**src/rtl/mac_cluster_param.sv**
```systemverilog
// mac_cluster_param: NUM_MACS-lane multiply-accumulate tile with a daisy-chained
// serial configuration and a 3-stage stallable pipeline (operand, product, accumulate).
`default_nettype none

module mac_cluster_param #(
    parameter int NUM_MACS       = 4,
    parameter int MAC_MIN_WIDTH  = 8,
    parameter int MAC_MULT_WIDTH = 2 * MAC_MIN_WIDTH,
    parameter int MAC_ACC_WIDTH  = 2 * MAC_MULT_WIDTH,
    parameter int MAC_CONF_WIDTH = 4
) (
    input  logic                              clk,
    input  logic                              rst,
    input  logic                              en,
    input  logic                              cen,
    input  logic                              cset,
    input  logic                              shift_in,
    output logic                              shift_out,
    output logic                              cset_out,
    input  logic                              clr,
    input  logic                              in_valid,
    input  logic [NUM_MACS*MAC_MIN_WIDTH-1:0] A,
    input  logic [NUM_MACS*MAC_MIN_WIDTH-1:0] B,
    output logic [NUM_MACS*MAC_ACC_WIDTH-1:0] out,
    output logic                              out_valid,
    output logic [NUM_MACS-1:0]               ovf
);

    localparam int MIN     = MAC_MIN_WIDTH;
    localparam int MULT    = MAC_MULT_WIDTH;
    localparam int ACC     = MAC_ACC_WIDTH;
    localparam int CONF    = MAC_CONF_WIDTH;
    localparam int CHAIN_W = NUM_MACS * CONF;
    localparam int RES_W   = ACC + 2;

    logic [CHAIN_W-1:0] shadow_q;
    logic [CHAIN_W-1:0] active_q;
    logic               cset_q;

    // A commit has priority over shifting so the copied word is never half-shifted.
    always_ff @(posedge clk or negedge rst) begin
        if (!rst) begin
            shadow_q <= '0;
            active_q <= '0;
            cset_q   <= 1'b0;
        end else begin
            cset_q <= cset;
            if (cset) begin
                active_q <= shadow_q;
            end else if (cen) begin
                shadow_q <= {shadow_q[CHAIN_W-2:0], shift_in};
            end
        end
    end

    assign shift_out = shadow_q[CHAIN_W-1];
    assign cset_out  = cset_q;

    logic [NUM_MACS*MIN-1:0] a_q;
    logic [NUM_MACS*MIN-1:0] b_q;
    logic                    v1_q;
    logic                    v2_q;
    logic                    out_valid_q;

    always_ff @(posedge clk or negedge rst) begin
        if (!rst) begin
            a_q         <= '0;
            b_q         <= '0;
            v1_q        <= 1'b0;
            v2_q        <= 1'b0;
            out_valid_q <= 1'b0;
        end else if (en) begin
            if (in_valid) begin
                a_q <= A;
                b_q <= B;
            end
            v1_q        <= in_valid;
            v2_q        <= v1_q;
            out_valid_q <= v2_q;
        end
    end

    assign out_valid = out_valid_q;

    logic [MULT-1:0] lane_p [NUM_MACS];

    for (genvar i = 0; i < NUM_MACS; i++) begin : g_lane
        localparam int PREV = (i == 0) ? 0 : i - 1;

        logic             cfg_acc;
        logic             cfg_sgn;
        logic             cfg_casc;
        logic             cfg_sat;
        logic [MIN-1:0]   a_i;
        logic [MIN-1:0]   b_i;
        logic [MULT-1:0]  a_x;
        logic [MULT-1:0]  b_x;
        logic [MULT-1:0]  prod_d;
        logic [MULT-1:0]  p_q;
        logic [RES_W-1:0] ext_p;
        logic [RES_W-1:0] ext_prev;
        logic [RES_W-1:0] ext_acc;
        logic [RES_W-1:0] sum;
        logic [RES_W-1:0] res;
        logic [ACC-1:0]   clamp_d;
        logic [ACC-1:0]   acc_d;
        logic [ACC-1:0]   acc_q;
        logic             ovf_d;
        logic             ovf_q;

        assign cfg_acc  = active_q[i*CONF + 0];
        assign cfg_sgn  = active_q[i*CONF + 1];
        assign cfg_casc = active_q[i*CONF + 2];
        assign cfg_sat  = active_q[i*CONF + 3];

        assign a_i = a_q[i*MIN +: MIN];
        assign b_i = b_q[i*MIN +: MIN];

        // Operands are pre-extended to product width, so one unsigned multiplier
        // yields the correct low MULT bits for both signed and unsigned modes.
        assign a_x    = {{(MULT-MIN){cfg_sgn & a_i[MIN-1]}}, a_i};
        assign b_x    = {{(MULT-MIN){cfg_sgn & b_i[MIN-1]}}, b_i};
        assign prod_d = a_x * b_x;

        assign lane_p[i] = p_q;

        // The neighbour's product is reinterpreted with this lane's signedness.
        assign ext_p    = {{(RES_W-MULT){cfg_sgn & p_q[MULT-1]}}, p_q};
        assign ext_prev = {{(RES_W-MULT){cfg_sgn & lane_p[PREV][MULT-1]}}, lane_p[PREV]};
        assign ext_acc  = {{2{cfg_sgn & acc_q[ACC-1]}}, acc_q};
        assign sum      = ext_p + ((cfg_casc && (i != 0)) ? ext_prev : '0);
        assign res      = ((cfg_acc && !clr) ? ext_acc : '0) + sum;

        always_comb begin
            ovf_d   = 1'b0;
            clamp_d = '0;
            if (cfg_sgn) begin
                ovf_d   = (res[RES_W-1:ACC-1] != '0) && (res[RES_W-1:ACC-1] != '1);
                clamp_d = res[RES_W-1] ? {1'b1, {(ACC-1){1'b0}}} : {1'b0, {(ACC-1){1'b1}}};
            end else begin
                ovf_d   = (res[RES_W-1:ACC] != '0);
                clamp_d = res[RES_W-1] ? '0 : '1;
            end
            acc_d = (ovf_d && cfg_sat) ? clamp_d : res[ACC-1:0];
        end

        always_ff @(posedge clk or negedge rst) begin
            if (!rst) begin
                p_q   <= '0;
                acc_q <= '0;
                ovf_q <= 1'b0;
            end else if (en) begin
                p_q <= prod_d;
                if (clr) begin
                    acc_q <= v2_q ? acc_d : '0;
                    ovf_q <= v2_q & ovf_d;
                end else if (v2_q) begin
                    acc_q <= acc_d;
                    ovf_q <= ovf_q | ovf_d;
                end
            end
        end

        assign out[i*ACC +: ACC] = acc_q;
        assign ovf[i]            = ovf_q;
    end

endmodule

`default_nettype wire
```
**config.mk**
```make
export PLATFORM = sky130hd
export DESIGN_NAME = mac_cluster_param
export DESIGN_NICKNAME = d
export VERILOG_FILES = /design/src/rtl/mac_cluster_param.sv
export SDC_FILE = /design/constraint.sdc
export NUM_CORES = 2
export LEC_CHECK = 0
export ABC_AREA = 1
export CAP_MARGIN = 20
export CORE_UTILIZATION = 30
export DETAILED_ROUTE_END_ITERATION = 10
export GPL_ROUTABILITY_DRIVEN = 0
export PLACE_DENSITY_LB_ADDON = 0.1
export RECOVER_POWER = 25
export SLEW_MARGIN = 10
export SYNTH_ARGS = -nofsm -noshare
export SYNTH_HDL_FRONTEND = slang
export SYNTH_SLANG_ARGS = --single-unit
```
**constraint.sdc**
```tcl
create_clock -name clk -period 9 [get_ports clk]
set_clock_uncertainty 0.2 [all_clocks]
set_input_delay 0.9 -clock clk [delete_from_list [all_inputs] [get_ports clk]]
set_output_delay 0.9 -clock clk [all_outputs]
set_load 0.01 [all_outputs]
```
Yosys cells after proc, flatten, opt, wreduce, memory -nomap -nowiden
Cells that the tools add are included.
{"block": "word_totals", "regBits": 296, "out_inout_bits": 135, "elab_cells": 135}
{"block": "op_classes", "addsub": 7, "mul": 4, "eq_ne": 4, "mux": 47, "bitwise_logic": 28, "n_reduce_logical": 25}
{"op": "$mux W32", "count": 28}
{"op": "$add A34 B34 Y34", "count": 7}
{"op": "$mux W34", "count": 7}
{"op": "$mul A9 B9 Y16", "count": 4}
{"op": "$and A1 B1 Y1", "count": 23}
{"op": "$logic_and A1 B1 Y1", "count": 12}
{"op": "$mux W1", "count": 12}
{"op": "$ne A3 B3 Y1 const B", "count": 4}
{"op": "$reduce_bool A3 Y1", "count": 4}
{"op": "$reduce_bool A2 Y1", "count": 5}
{"op": "$reduce_and A2 Y1", "count": 3}
{"op": "$or A1 B1 Y1", "count": 4}
{"op": "$logic_not A1 Y1", "count": 1}
{"op": "$not A1 Y1", "count": 1}

Depth between registers and ports, before layout
{"block": "depth", "word_depth": 11, "mapped_depth": 27, "depth_no_buf": 25}

Worst setup path before layout
OpenSTA, ideal clock, no wires.
{"block": "synth_timing", "path_kind": "register to register", "start": "register active_q[5]", "end": "register g_lane[1].p_q[15]", "setup_time_ns": 0.118, "arrival_ns": 4.971, "required_ns": 8.682, "setup_slack_ns": 3.711, "stages_incl_launch_ff": 23, "path_buffers": 1, "period_less_slack_ns": 5.289, "path_cell_list": "dfrtp_1 clkbuf_1 inv_1 nor2_1 inv_1 fa_1 inv_1 fa_1 fa_1 fa_1 inv_1 fa_1 inv_1 ha_1 a21oi_1 nand2_1 a31oi_1 o21ai_0 a21oi_1 o21bai_1 or2_2 nand3_1 nand2_1"}
{"block": "synth_between", "elab_chain_len": 2}
{"element": "start, declared", "line_no": "37", "text": "logic [CHAIN_W-1:0] active_q;"}
{"element": "start signal, assigned", "line_no": "49", "text": "active_q <= shadow_q;"}
{"element": "$and A1 B1 Y1 (on tied branches)", "line_no": "121, 122"}
{"element": "$mul A9 B9 Y16 (*)", "line_no": "123", "text": "assign prod_d = a_x * b_x;"}
{"element": "end signal, assigned", "line_no": "153", "text": "p_q <= prod_d;"}
{"element": "end, declared", "line_no": "99", "text": "logic [MULT-1:0] p_q;"}
Mark *: on every way between the ends. The rest lies on a longest branch, timed or not.
A chain may end at the register's enable or synchronous reset.

Worst setup path after layout
Same ends and word-level chain as after synthesis.

==> out/metrics.csv <==
stage,metric,value,unit
run_status,run_status,"complete, but fails checks",
run_status,violations,"capacitance limit, slew limit",
pwr,seq_power_share,17.3,%
synth,ys_seq_elements,295,
global_routing,grt-ovfl-total,0,
synth,synth-seq-area-share,20.8,%
pwr,total_power,14.9,mW
synth,synth_edf_count,0,
global_routing,grt_pass1_vias,29500,
sta,max_freq,166,MHz
cts,clk_pin_slew,0.06,ns
pwr,clock_power_share,12.3,%
detailed_routing,avgRoutedWirePerCell,16.4,um
sta,fin_tns_setup,0,ns
worst_setup_path,start_kind,flop,
pwr,internal-power,7.21,mW
synth,synthCells,4801,
detailed_routing,via_per_inst,4.44,
pwr,p_per_area,370,nW/um^2
pwr,switching_share,51.6,%
final_layout,final_util,34.5,%
detailed_routing,first_pass_iters,6,
synth,syn_nets,5497,
synth,netlist_area,35400,sq um
worst_setup_path,r2r_cells,21,
cts,clock_latency,0.63,ns
placed_design,io_buffers,206,
synth,synth.top_cell.area_share,20.8,%
global_routing,grt_max_degree,119,
final_layout,nets,5604,
cts,cts.sinks,295,
synth,synth_ff_type,dfrtp_1,
pwr,leakagePower,22.8,nW
worst_setup_path,slowest_stage,dfrtp_1,
detailed_routing,via_count,28700,
worst_setup_path,r2r-start,active_q[5]$_DFFE_PN0P_,
synth,netlist-cell-type-count,54,
die,boundaryPins,207,
synth,yosys.area.top_type,dfrtp_1,
worst_setup_path,worstPathArrival,6.31,ns
job,cap_violations,1,
cts,cts_hold_buf,0,
die,std_cell_rows,125,
sta,final_max_slew_viol_count,83,
sta,hold_viol_final,0,
die,initial_core_util,30.4,%
sta,slew_headroom,-234,%
pwr,vdd_drop_max,0.000235,V
worst_setup_path,critPathBufInv,5,
synth,async_flop_share,100,%
sta,min_period_over_period,66.9,%
worst_setup_path,path_max_fanout,8,
worst_setup_path,r2r_slack,2.98,ns
sta,rsz0062_at_grt,false,
worst_setup_path,startpoint,active_q[5]$_DFFE_PN0P_,
cts,postCtsSetupRepairBufs,0,
detailed_routing,totalWireLength,106,mm
worst_setup_path,cp-end-kind,flop,
worst_setup_path,r2r_end,g_lane[1].p_q[15]$_DFFE_PN0P_,
hold_path,hold_path.class,reg2reg,
worst_setup_path,crit_required,9.29,ns
pwr,combPwrFrac,70.4,%
detailed_routing,drc,0,
worst_setup_path,crit_type,reg2reg,
detailed_routing,antenna_left,0,
synth,synthTopCellsByCount,"nand2_1, inv_1, fa_1, nor2_1, dfrtp_1",
synth,ys.warnings.count,0,
cts,numCtsBuffers,44,
die,fp.dieW,346,um
cts,clk_root_buffer_cell,clkbuf_16,
global_routing,grt_pass1_wl,170,mm
synth,post-synth-top-count-cell,nand2_1,
die,die_area,120000,sq um
cts,cts_tree,yes,
worst_setup_path,path_delay_family,adder cells,
synth,synth_area_leaders,"dfrtp_1, fa_1, nand2_1",
pwr,power.switching,7.69,mW
final_layout,fill_cells,12600,
cts,cts_buffer_depth,3,
global_routing,grt_usage,18.0,%
detailed_routing,drt-initial-drc-count,1655,
sta,worst_slew_pin_slew,5.00,ns
placed_design,dp_hpwl,83.2,mm
worst_setup_path,worstPathCellList,inv_1 -> nor2_1 -> inv_1 -> fa_1 -> inv_1 -> fa_1 -> fa_1 -> fa_1 -> inv_1 -> fa_1 -> inv_1 -> ha_1 -> a21oi_1 -> nand2_1 -> a31oi_1 -> o21ai_0 -> a21oi_1 -> o21bai_1 -> or2_2 -> nand3_1 -> nand2_1,
cts,cts_resized,0,
final_layout,final_layout_size_suffix_gt1_share,6.98,%
worst_setup_path,cp_slowest_stage_delay,0.67,ns
die,die_h,346,um
sta,finalSetupViolCount,0,
global_routing,antenna_found_initial,2,
cts,h-tree-depth,2,
die,fp.coreArea,117000,sq um
final_layout,area_growth,13.6,%
synth,avgSynthCellArea,7.38,sq um
sta,holdWs,0.277,ns
sta,period_needed,6.02,ns
worst_setup_path,worst-path-stages,21,
worst_setup_path,endpoint,g_lane[1].p_q[15]$_DFFE_PN0P_,
==> power by group through the flow <==
| stage | sequential, mW | clock [mW] | combinational, mW |
|---|---|---|---|
| 4_1_cts | 2.59 | 1.92 | 10.7 |
| 2_1_floorplan | 2.24 | 0 | 7.88 |
| 3_5_place_dp | 2.61 | 0 | 10.6 |
| 5_1_grt | 2.65 | 1.96 | 12.2 |
| 6_report | 2.58 | 1.84 | 10.5 |
| 3_3_place_gp | 2.61 | 0 | 10.6 |
==> worst min-delay path, delay by kind of cell, from the launching register on <==
family,cells,cell delay (ns)
and+or+nand+nor,2,0.11
DFF,1,0.34
==> layout make-up <==
cell class	instances	area, sq um	area share (%)
Multi-Input combinational cell	3419	23800	59.1
Sequential cell	295	7380	18.3
Inverter	924	3470	8.62
Timing Repair Buffer	224	2230	5.54
Tap cell	1524	1910	4.74
Clock buffer	57	1240	3.08
Clock inverter	24	245	0.609
Antenna cell	1	2.50	0.00622
==> sequential cells by signal, summed over array words and instances (netlist names) <==
register	flops
g_lane.acc_q	128
g_lane.ovf_q	4
a_q	32
v2_q	1
g_lane.p_q	64
v1_q	1
active_q	15
out_valid	1
cset_out	1
b_q	32
shadow_q	16
==> through the flow <==
stage,instances,instance area [sq um],worst slack (ns)
floorplan,4801,35400,3.71
global placement,6383,38700,2.74
detailed placement,6384,38700,2.63
CTS,6465,40200,2.97
global route,6467,40300,2.52
finish,6468,40300,2.98
==> worst min path at each step <==
| stage | to | start | cells after the start |
|---|---|---|---|
| after detailed placement | v1_q$_DFFE_PN0P_ | v1_q$_DFFE_PN0P_ | 2 |
| after CTS | g_lane[2].acc_q[25]$_DFFE_PN0P_ | rst | 1 |
| after global placement | v1_q$_DFFE_PN0P_ | v1_q$_DFFE_PN0P_ | 2 |
| final | v1_q$_DFFE_PN0P_ | v1_q$_DFFE_PN0P_ | 2 |
| after global routing | v2_q$_DFFE_PN0P_ | v1_q$_DFFE_PN0P_ | 2 |
| after floorplan | active_q[0]$_DFFE_PN0P_ | active_q[0]$_DFFE_PN0P_ | 2 |
==> per-layer routing <==
| metal | up-vias | GRT usage (%) | wire length [um] |
|---|---|---|---|
| li1 | 14600 | - | - |
| met1 | 13700 | 27.2 | 56000 |
| met2 | 372 | 27.0 | 44400 |
| met3 | 93 | 2.54 | 3670 |
| met4 | 0 | 3.56 | 1920 |
| met5 | - | 0 | 0 |
==> logic make-up (layout without fill, tap and decap cells) <==
logic type / count (synthesis) / count (layout) / synth area share, %
fa+ha+maj: 624 / 624 / 29.5
other cells: 0 / 1 / 0
compound gates: 326 / 326 / 5.21
xor+xnor: 166 / 166 / 4.10
mux: 76 / 76 / 2.41
flops: 295 / 295 / 20.8
simple gates: 2227 / 2227 / 25.7
buf+inv: 1087 / 1229 / 12.1
==> layout by cell type (no fill, tap or decap), types with 6 or more instances in the layout <==
cell             instances
nand2_1               1642
inv_1                  906
fa_1                   355
nor2_1                 297
dfrtp_1                295
ha_1                   269
clkdlybuf4s50_1        203
a21oi_1                159
xor2_1                 101
nand2_2                 98
nand3_1                 86
o21ai_0                 76
mux2_2                  76
xnor2_1                 65
clkbuf_16               45
nor3_1                  19
o21bai_1                19
or2_2                   18
a31oi_1                 16
nand3_2                 14
a21o_1                  14
buf_4                   13
inv_2                   12
clkinv_2                12
nor2_2                   9
nand4_1                  9
and3_1                   8
o211ai_1                 8
nand3_4                  7
clkbuf_8                 7
clkbuf_1                 7
nand2_4                  6
Power figures use the tool's default switching activity.
